File: src/rtl/mov_if.sv
// mov_if: request, memory-port and status signals of the MIX MOVE engine.
interface mov_if #(
  parameter int ADDR_W = 12,
  parameter int DATA_W = 31,
  parameter int LEN_W = 6
);
  logic start;
  logic [ADDR_W-1:0] addressin;
  logic [ADDR_W-1:0] addressdst;
  logic [LEN_W-1:0] len;
  logic [DATA_W-1:0] datain;
  logic [ADDR_W-1:0] addressout;
  logic load;
  logic [ADDR_W-1:0] addresswr;
  logic [DATA_W-1:0] dataout;
  logic store;
  logic [ADDR_W-1:0] dstout;
  logic busy;
  logic done;
  modport master (
    output start, addressin, addressdst, len, datain,
    input addressout, load, addresswr, dataout, store, dstout, busy, done
  );
  modport slave (
    input start, addressin, addressdst, len, datain,
    output addressout, load, addresswr, dataout, store, dstout, busy, done
  );
endinterface

File: src/rtl/mov.sv
// mov: MIX MOVE block copier over a registered-read memory port.
// Define MOV_PIPELINE_EN to overlap each read with the previous word's write.
module mov #(
  parameter int ADDR_W = 12,
  parameter int DATA_W = 31,
  parameter int LEN_W = 6
) (
  input logic clk,
  input logic rst_n,
  mov_if.slave bus
);
  typedef enum logic [1:0] {IDLE, READ, WRITE, FIN} state_t;
`ifdef MOV_PIPELINE_EN
  localparam logic PIPE = 1'b1;
`else
  localparam logic PIPE = 1'b0;
`endif
  state_t state_q, state_d;
  logic [ADDR_W-1:0] src_q, src_d, dst_q, dst_d, dstout_q, dstout_d;
  logic [LEN_W-1:0] len_q, len_d, i_q, i_d;
  logic more;
  always_comb begin
    more = i_q + LEN_W'(1) < len_q;
    state_d = state_q;
    src_d = src_q;
    dst_d = dst_q;
    len_d = len_q;
    i_d = i_q;
    dstout_d = dstout_q;
    case (state_q)
      IDLE: if (bus.start) begin
        src_d = bus.addressin;
        dst_d = bus.addressdst;
        len_d = bus.len;
        i_d = '0;
        dstout_d = bus.addressdst + ADDR_W'(bus.len);
        state_d = bus.len == '0 ? FIN : READ;
      end
      READ: state_d = WRITE;
      WRITE: begin
        i_d = i_q + LEN_W'(1);
        state_d = !more ? FIN : PIPE ? WRITE : READ;
      end
      default: state_d = IDLE;
    endcase
  end
  always_ff @(posedge clk or negedge rst_n) begin
    if (!rst_n) begin
      state_q <= IDLE;
      src_q <= '0;
      dst_q <= '0;
      len_q <= '0;
      i_q <= '0;
      dstout_q <= '0;
    end else begin
      state_q <= state_d;
      src_q <= src_d;
      dst_q <= dst_d;
      len_q <= len_d;
      i_q <= i_d;
      dstout_q <= dstout_d;
    end
  end
  // in pipelined WRITE the read runs one word ahead of the write
  assign bus.load = state_q == READ || (PIPE && state_q == WRITE && more);
  assign bus.addressout = src_q + ADDR_W'(i_q) + ADDR_W'(PIPE && state_q == WRITE);
  assign bus.store = state_q == WRITE;
  assign bus.addresswr = dst_q + ADDR_W'(i_q);
  assign bus.dataout = DATA_W'(bus.datain);
  assign bus.dstout = dstout_q;
  assign bus.busy = state_q != IDLE;
  assign bus.done = state_q == FIN;
endmodule

File: src/flat_wrapper.sv
// flat-port wrapper written by rule: the top's interface ports become plain ports
module mov_flat 
#(
  parameter int ADDR_W = 12,
  parameter int DATA_W = 31,
  parameter int LEN_W = 6
)
  (clk, rst_n, bus_start, bus_addressin, bus_addressdst, bus_len, bus_datain, bus_addressout, bus_load, bus_addresswr, bus_dataout, bus_store, bus_dstout, bus_busy, bus_done);
  mov_if #(.ADDR_W(ADDR_W), .DATA_W(DATA_W), .LEN_W(LEN_W)) bus_i ();
  input logic clk;
  input logic rst_n;
  input wire logic [$bits(bus_i.start)-1:0] bus_start;
  input wire logic [$bits(bus_i.addressin)-1:0] bus_addressin;
  input wire logic [$bits(bus_i.addressdst)-1:0] bus_addressdst;
  input wire logic [$bits(bus_i.len)-1:0] bus_len;
  input wire logic [$bits(bus_i.datain)-1:0] bus_datain;
  output wire logic [$bits(bus_i.addressout)-1:0] bus_addressout;
  output wire logic [$bits(bus_i.load)-1:0] bus_load;
  output wire logic [$bits(bus_i.addresswr)-1:0] bus_addresswr;
  output wire logic [$bits(bus_i.dataout)-1:0] bus_dataout;
  output wire logic [$bits(bus_i.store)-1:0] bus_store;
  output wire logic [$bits(bus_i.dstout)-1:0] bus_dstout;
  output wire logic [$bits(bus_i.busy)-1:0] bus_busy;
  output wire logic [$bits(bus_i.done)-1:0] bus_done;
  assign bus_i.start = bus_start;
  assign bus_i.addressin = bus_addressin;
  assign bus_i.addressdst = bus_addressdst;
  assign bus_i.len = bus_len;
  assign bus_i.datain = bus_datain;
  assign bus_addressout = bus_i.addressout;
  assign bus_load = bus_i.load;
  assign bus_addresswr = bus_i.addresswr;
  assign bus_dataout = bus_i.dataout;
  assign bus_store = bus_i.store;
  assign bus_dstout = bus_i.dstout;
  assign bus_busy = bus_i.busy;
  assign bus_done = bus_i.done;
  mov #(.ADDR_W(ADDR_W), .DATA_W(DATA_W), .LEN_W(LEN_W)) u_core (.clk(clk), .rst_n(rst_n), .bus(bus_i));
endmodule
File: config.mk
export PLATFORM = sky130hd
export DESIGN_NAME = mov_flat
export DESIGN_NICKNAME = d
export VERILOG_FILES = /design/src/rtl/mov_if.sv /design/src/rtl/mov.sv /design/src/flat_wrapper.sv
export SDC_FILE = /design/constraint.sdc
export NUM_CORES = 1
export LEC_CHECK = 0
export BUFFER_PORTS_ARGS = -buffer_cell sky130_fd_sc_hd__buf_4
export CAP_MARGIN = 20
export CORE_MARGIN = 3
export CORE_UTILIZATION = 38
export DETAILED_ROUTE_END_ITERATION = 6
export PLACE_DENSITY = 0.67
export SYNTH_ARGS = -nofsm -noshare
export SYNTH_HDL_FRONTEND = slang
export SYNTH_SLANG_ARGS = --single-unit
export TNS_END_PERCENT = 30
File: constraint.sdc
create_clock -name clk -period 2.2 [get_ports clk]
set_input_delay 0.44 -clock clk [delete_from_list [all_inputs] [get_ports clk]]
set_output_delay 0.44 -clock clk [all_outputs]
set_load 0.005 [all_outputs]
### Yosys cells after proc, flatten, opt, wreduce, memory -nomap -nowiden

Index checks and enable logic that the tools add are counted.

| word-level totals | value |
|---|---|
| input port bits | 64 |
| register bits | 50 |
| output and inout bits | 71 |
| word-level logic and storage cells | 27 |

| operators by class | value |
|---|---|
| reduce and logical (&&, ||, !) cells | 6 |
| equal/unequal tests | 4 |
| order comparisons | 1 |
| add/sub/neg operators | 4 |
| muxes and demuxes | 6 |

Operators with widths:

| kind | count |
|---|---|
| $add 12x6->12 | 3 |
| $pmux 6 s2 | 1 |
| $add 6x1->6 const B | 1 |
| $logic_not 6->1 | 1 |
| $lt 6x6->1 | 1 |
| $mux 2 | 3 |
| $mux 6 | 1 |
| $pmux 2 s3 | 1 |
| $eq 2x2->1 const B | 2 |
| $reduce_and 2->1 | 2 |
| $reduce_bool 2->1 | 2 |
| $eq 2x1->1 const B | 1 |
| $logic_not 2->1 | 1 |
| $ne 2x2->1 const B | 1 |

### Longest topological paths before layout

| logic depth | value |
|---|---|
| word-level depth | 4 |
| gate-level depth with buffers | 8 |
| gate-level depth less buffers | 8 |

### Worst setup path after synthesis

Ideal clock, no wire load.

| path | value |
|---|---|
| path type | register to output |
| from | register u_core.i_q[0] |
| to | output port bus_addressout[6] |
| stages on the path, launching flop included | 9 |
| path slack | -0.113 ns |
| required time | 1.760 ns |
| data arrival time | 1.873 ns |
| cell sequence | dfrtp_1 -> ha_1 -> inv_1 -> fa_1 -> nor2b_1 -> o21ai_2 -> a21boi_2 -> nor4_1 -> a311o_1 |

| between the ends | value |
|---|---|
| cells in the longest elaborated chain, start to end | 1 |

Ends and longest elaborated chain:

| item | RTL line | source |
|---|---|---|
| from (decl) | mov.sv:20 | `logic [LEN_W-1:0] len_q, len_d, i_q, i_d;` |
| from (signal assigned) | mov.sv:60 | `i_q <= i_d;` |
| $add 12x6->12 | mov.sv:66 | `assign bus.addressout = src_q + ADDR_W'(i_q) + ADDR_W'(PIPE && state_q == WRITE);` |
| to (decl) | flat_wrapper.sv:17 | `output wire logic [$bits(bus_i.addressout)-1:0] bus_addressout;` |

No other way between the ends.

### Worst setup path after layout

Ends and elaborated chain as after synthesis.

==> results by stage <==
Power and ir drop:
- In this run the power spent charging and discharging nets is roughly 0.0019 W.
- The power density over the cells is between 1000 and 1500 nW/um^2.
- The share of total power dissipated in the clock network is 0.157.
- The leakage power total is 2.14 nW.
- Cell internal power was estimated by the tool at 0.00323 W.
- The share of power burned in registers is 0.324.
- The total power is 0.00511 W.
- Of the total power, the share spent switching nets is 0.368.
- Across the VDD grid, the largest voltage drop is approximately 390 uV.
- The combinational share of power is 0.519.

Global route:
- The largest net degree at the start of global routing is 51.
- The total overflow left after global routing is 0.
- The wire length of the first global-routing pass is 14.0 mm.
- The number of global-route vias before repair is between 2000 and 3000.
- The number of antenna violations at the first check in global routing is 0.
- Across every metal layer, demand over resource in global routing totals 0.167.

Synth:
- In this run the mean area of a mapped cell was about 8.5 um^2.
- The async set or reset register ratio after synthesis is 1.00.
- The register area share after synthesis is 0.364.
- Among all flip-flop cells after synthesis, the most frequent one is sky130_fd_sc_hd__dfrtp_1.
- By count the netlist is led by sky130_fd_sc_hd__nand2_1, sky130_fd_sc_hd__dfrtp_1, sky130_fd_sc_hd__buf_4, sky130_fd_sc_hd__o21ai_0, sky130_fd_sc_hd__inv_1.
- The synthesized-area fraction occupied by and/or/nand/nor cells is 0.207.
- The distinct cell type count after synthesis is between 50 and 60.
- The number of flops mapped to enable cells by yosys is 0.
- The area fraction in compound gates after synthesis is 0.148.
- In the synthesized netlist, the number of instances is between 400 and 500.
- Synthesis inferred 50 register bits.
- After synthesis, the largest family of logic cells by area is simple AND/OR/NAND/NOR gates.
- The area share of the leading cell type in the synthesized netlist is 0.364.
- Of the total synthesized cell area, the portion taken by XOR and XNOR cells is 0.0663.
- By area the synthesized netlist is led by sky130_fd_sc_hd__dfrtp_1, sky130_fd_sc_hd__nand2_1, sky130_fd_sc_hd__ha_1, sky130_fd_sc_hd__buf_4, sky130_fd_sc_hd__xnor2_1.
- The number of nets in the synthesized netlist is between 400 and 500.
- For this run, the number of Yosys warnings is 0.
- The adder and majority gate portion of the synthesized area is 0.105.
- After synthesis the cells add up to 3430 um^2.
- The cell type contributing the most total cell area after synthesis is sky130_fd_sc_hd__dfrtp_1.
- The share of synthesized area spent on multiplexers is 0.
- The library cell with the highest instance count after synthesis is sky130_fd_sc_hd__nand2_1.

Min path:
- The tightest min-delay check is of the primary input to asynchronous set/reset pin type.

STA:
- For the pin with the worst max-slew slack, the measured transition is ~0.64 ns.
- Across the routed clock network, the largest skew measured is ~0.013 ns.
- Setup repair after global routing could not meet its margin everywhere.
- The total count of hold-check failures in the final report was 0.
- The total setup violations reported at the end of the flow is 18.
- The portion of the clock cycle consumed by the worst path in the final layout is 1.20.
- Subtracting the final worst setup slack from the clock period gives around 2.6 ns.
- For this run, the top clock speed supported by timing is 380 MHz.
- The least setup slack across all paths after layout is -0.434 ns.
- The tightest hold margin is 0.142 ns.
- The max-slew headroom at the worst pin is 0.576.
- The max-slew violation count is 0.

Placed design:
- Summed over all nets, the half-perimeter wirelength after detailed placement is 6.29 mm.
- The congestion estimate from routability-driven global placement came to approximately 0.81.
- After detailed placement, the total cell area comes to ~4000 um^2.
- The number of input and output port buffers inserted is 72.

Clock network:
- The number of hold buffers added after cts is 0.
- The TritonCTS clock tree is built.
- The tree built by TritonCTS fans out to 50 sinks.
- Clock-pin slew was measured on the worst setup and hold paths at about 0.10 ns.
- In this run, CTS created clock tree buffers numbering 5.
- CTS placed an instance of sky130_fd_sc_hd__clkbuf_8 at the clock tree root.
- The maximum buffer depth of the clock tree is 2.
- The H-tree was split into 2 levels.
- The clock latency reported for the late side of the worst-skew pair is around 0.31 ns.

Layout:
- The number of antenna diodes in the final layout is 0.
- The post-route cell area is roughly 4300 um^2.
- The net count reported at finish is 560.
- Measured on the finished design, the core utilization comes to 0.492.
- Compared with the post-synthesis result, the final layout area differs by 25.5%.
- In the final layout, the share of cells above drive strength 1 is 0.298.

Detailed routing:
- The total length of routed met3 wires is between 400 and 500 um.
- The first TritonRoute pass finished after 4 iterations.
- Routed signal wires occupy layers up through met4.
- For this block, the routed nets add up to approximately 8.3 mm of wire.
- The sum of met2 wire segment lengths after detailed routing is ~3.9 mm.
- The detailed-route vias per instance is slightly above 5.
- In the routed design, unresolved DRC markers number 0.
- In the final routed layout, each cell accounts on average for roughly 14 um.
- Detailed routing inserted a total of around 2900 vias.
- In this run, the number of DRC markers left after iteration 0 of detailed routing was 114.
- The count of nets left with antenna violations once routing finished came out at 0.
- The detailed router put a total of between 3 and 4 mm of wire on met1.

Setup path:
- The reg2reg setup slack is 0.17 ns.
- The kind of start point of the critical path is a flip-flop.
- For this run, the slowest stage of the critical path takes roughly 0.4 ns.
- The cell with the biggest individual delay on the critical path is sky130_fd_sc_hd__dfrtp_1.
- The critical path data arrival time is ~2.2 ns.
- The worst setup path is of the flip-flop to output pin kind.
- Data on the critical path is required at its endpoint by approximately 1.8 ns.
- The capturing element type of the critical path is an output pin.
- The largest fanout on the critical path is 5.
- The critical path goes through ha_2 -> inv_2 -> fa_2 -> nor2b_2 -> o21ai_2 -> a21boi_2 -> nor4_1 -> a311o_1 -> buf_4.

Run status:
- The flow ran to the end, but the final reports show violations.
- The final reports fail on negative setup slack.

Floorplan:
- The floorplan step defined a core boundary enclosing between 8000 and 9000 um^2.
- From bottom edge to top edge, the die measures 101 um.
- The number of top-level pins is about 140.
- The overall die width is a little over 100 um.
- The floorplan has 34 rows.
- The floorplan step defined a die boundary enclosing between 10000 and 15000 um^2.
- The initial cell density of the core is 0.392.

Run:
- The total of max-cap violations is 0.
==> power groups by stage <==
| stage | clock (W) | combinational, W | sequential [W] |
|---|---|---|---|
| 2_1_floorplan | 0 | 0.00137 | 0.00158 |
| 3_3_place_gp | 0 | 0.00244 | 0.00164 |
| 3_5_place_dp | 0 | 0.00249 | 0.00165 |
| 4_1_cts | 0.000820 | 0.00256 | 0.00164 |
| 5_1_grt | 0.000860 | 0.00298 | 0.00172 |
| 6_report | 0.000805 | 0.00265 | 0.00166 |
==> what timing repair did <==
| item | in CTS | in global routing |
|---|---|---|
| cloned | 0 | 0 |
| buffers inserted | 3 | 3 |
| setup endpoints to repair | 18 | 19 |
| pin swaps | 9 | 10 |
| resized for setup | 10 | 18 |
==> layer usage <==
layer / global-route usage / vias to the layer above
met4: 0.0348 / 0
met2: 0.278 / 71
met5: 0 / -
li1: - / 1467
met1: 0.227 / 1389
met3: 0.0318 / 9
==> cell usage in the layout, fill, tap and decap left out, types with 3 or more instances in the layout <==
master,count
sky130_fd_sc_hd__a211oi_1,3
sky130_fd_sc_hd__a21o_1,5
sky130_fd_sc_hd__a21oi_1,8
sky130_fd_sc_hd__a21oi_2,3
sky130_fd_sc_hd__a22o_1,3
sky130_fd_sc_hd__and3_1,3
sky130_fd_sc_hd__buf_4,96
sky130_fd_sc_hd__buf_6,4
sky130_fd_sc_hd__clkbuf_8,6
sky130_fd_sc_hd__dfrtp_1,49
sky130_fd_sc_hd__ha_1,20
sky130_fd_sc_hd__inv_1,22
sky130_fd_sc_hd__inv_2,3
sky130_fd_sc_hd__nand2_1,100
sky130_fd_sc_hd__nand3_1,7
sky130_fd_sc_hd__nand4_1,4
sky130_fd_sc_hd__nor2_1,11
sky130_fd_sc_hd__nor3_1,6
sky130_fd_sc_hd__nor4_1,3
sky130_fd_sc_hd__o211ai_1,3
sky130_fd_sc_hd__o21a_1,3
sky130_fd_sc_hd__o21ai_0,26
sky130_fd_sc_hd__o21ai_1,5
sky130_fd_sc_hd__o31a_1,3
sky130_fd_sc_hd__xnor2_1,19
sky130_fd_sc_hd__xor2_1,4
==> cell type report <==
class	instances	area, um^2
clock buffers	6	82.6
inverters	26	97.6
clock inverters	2	60.1
well taps	108	135
flip-flops and latches	50	1250
multi-input cells	286	1920
fillers	858	4450
repair buffers	100	766
==> path summary, 6_finish.rpt <==
| path | start | to | cells past startpoint |
|---|---|---|---|
| worst max-delay path | u_core.i_q[0] | bus_addressout[6] | 9 |
| worst min-delay path | rst_n | u_core.bus.dstout[7] | 1 |
| worst max register to register | u_core.i_q[1] | u_core.state_q[1] | 8 |
| worst min register to register | u_core.dst_q[5] | u_core.dst_q[5] | 2 |
| max in group asynchronous | rst_n | u_core.i_q[3] | 1 |
| min in group clk | bus_addressin[11] | u_core.src_q[11] | 3 |
==> sequential cells by signal, indices dropped and copies added, names as in the netlist <==
name,cells
u_core.bus.dstout,12
u_core.dst_q,12
u_core.i_q,6
u_core.len_q,6
u_core.src_q,12
u_core.state_q,2
==> logic make-up after synthesis <==
kind of cell    count (synthesis)
simple gates                  156
compound gates                 77
fa+ha+maj                      27
flops                          50
buf+inv                        67
xor+xnor                       26
==> worst max-delay path: cells and delay by family (launching register included) <==
kind	cells	cell delay, ns
AND/OR/NAND/NOR	2	0.21
buffers and inverters	2	0.18
AO/OA/AOI/OAI	3	0.57
flip-flops	1	0.39
adder cells (fa/ha/maj)	2	0.55
==> per-stage QoR <==
| stage | worst slack, ns | TNS (ns) | std cells |
|---|---|---|---|
| finish | -0.434 | -4.70 | 578 |
| global route | -0.541 | -6.82 | 578 |
| CTS | -0.454 | -5.06 | 575 |
| detailed placement | -0.153 | -0.571 | 564 |
| global placement | -0.112 | -0.309 | 564 |
| floorplan | -0.00851 | -0.00851 | 403 |
No activity file was read; power rests on OpenSTA's default activity.
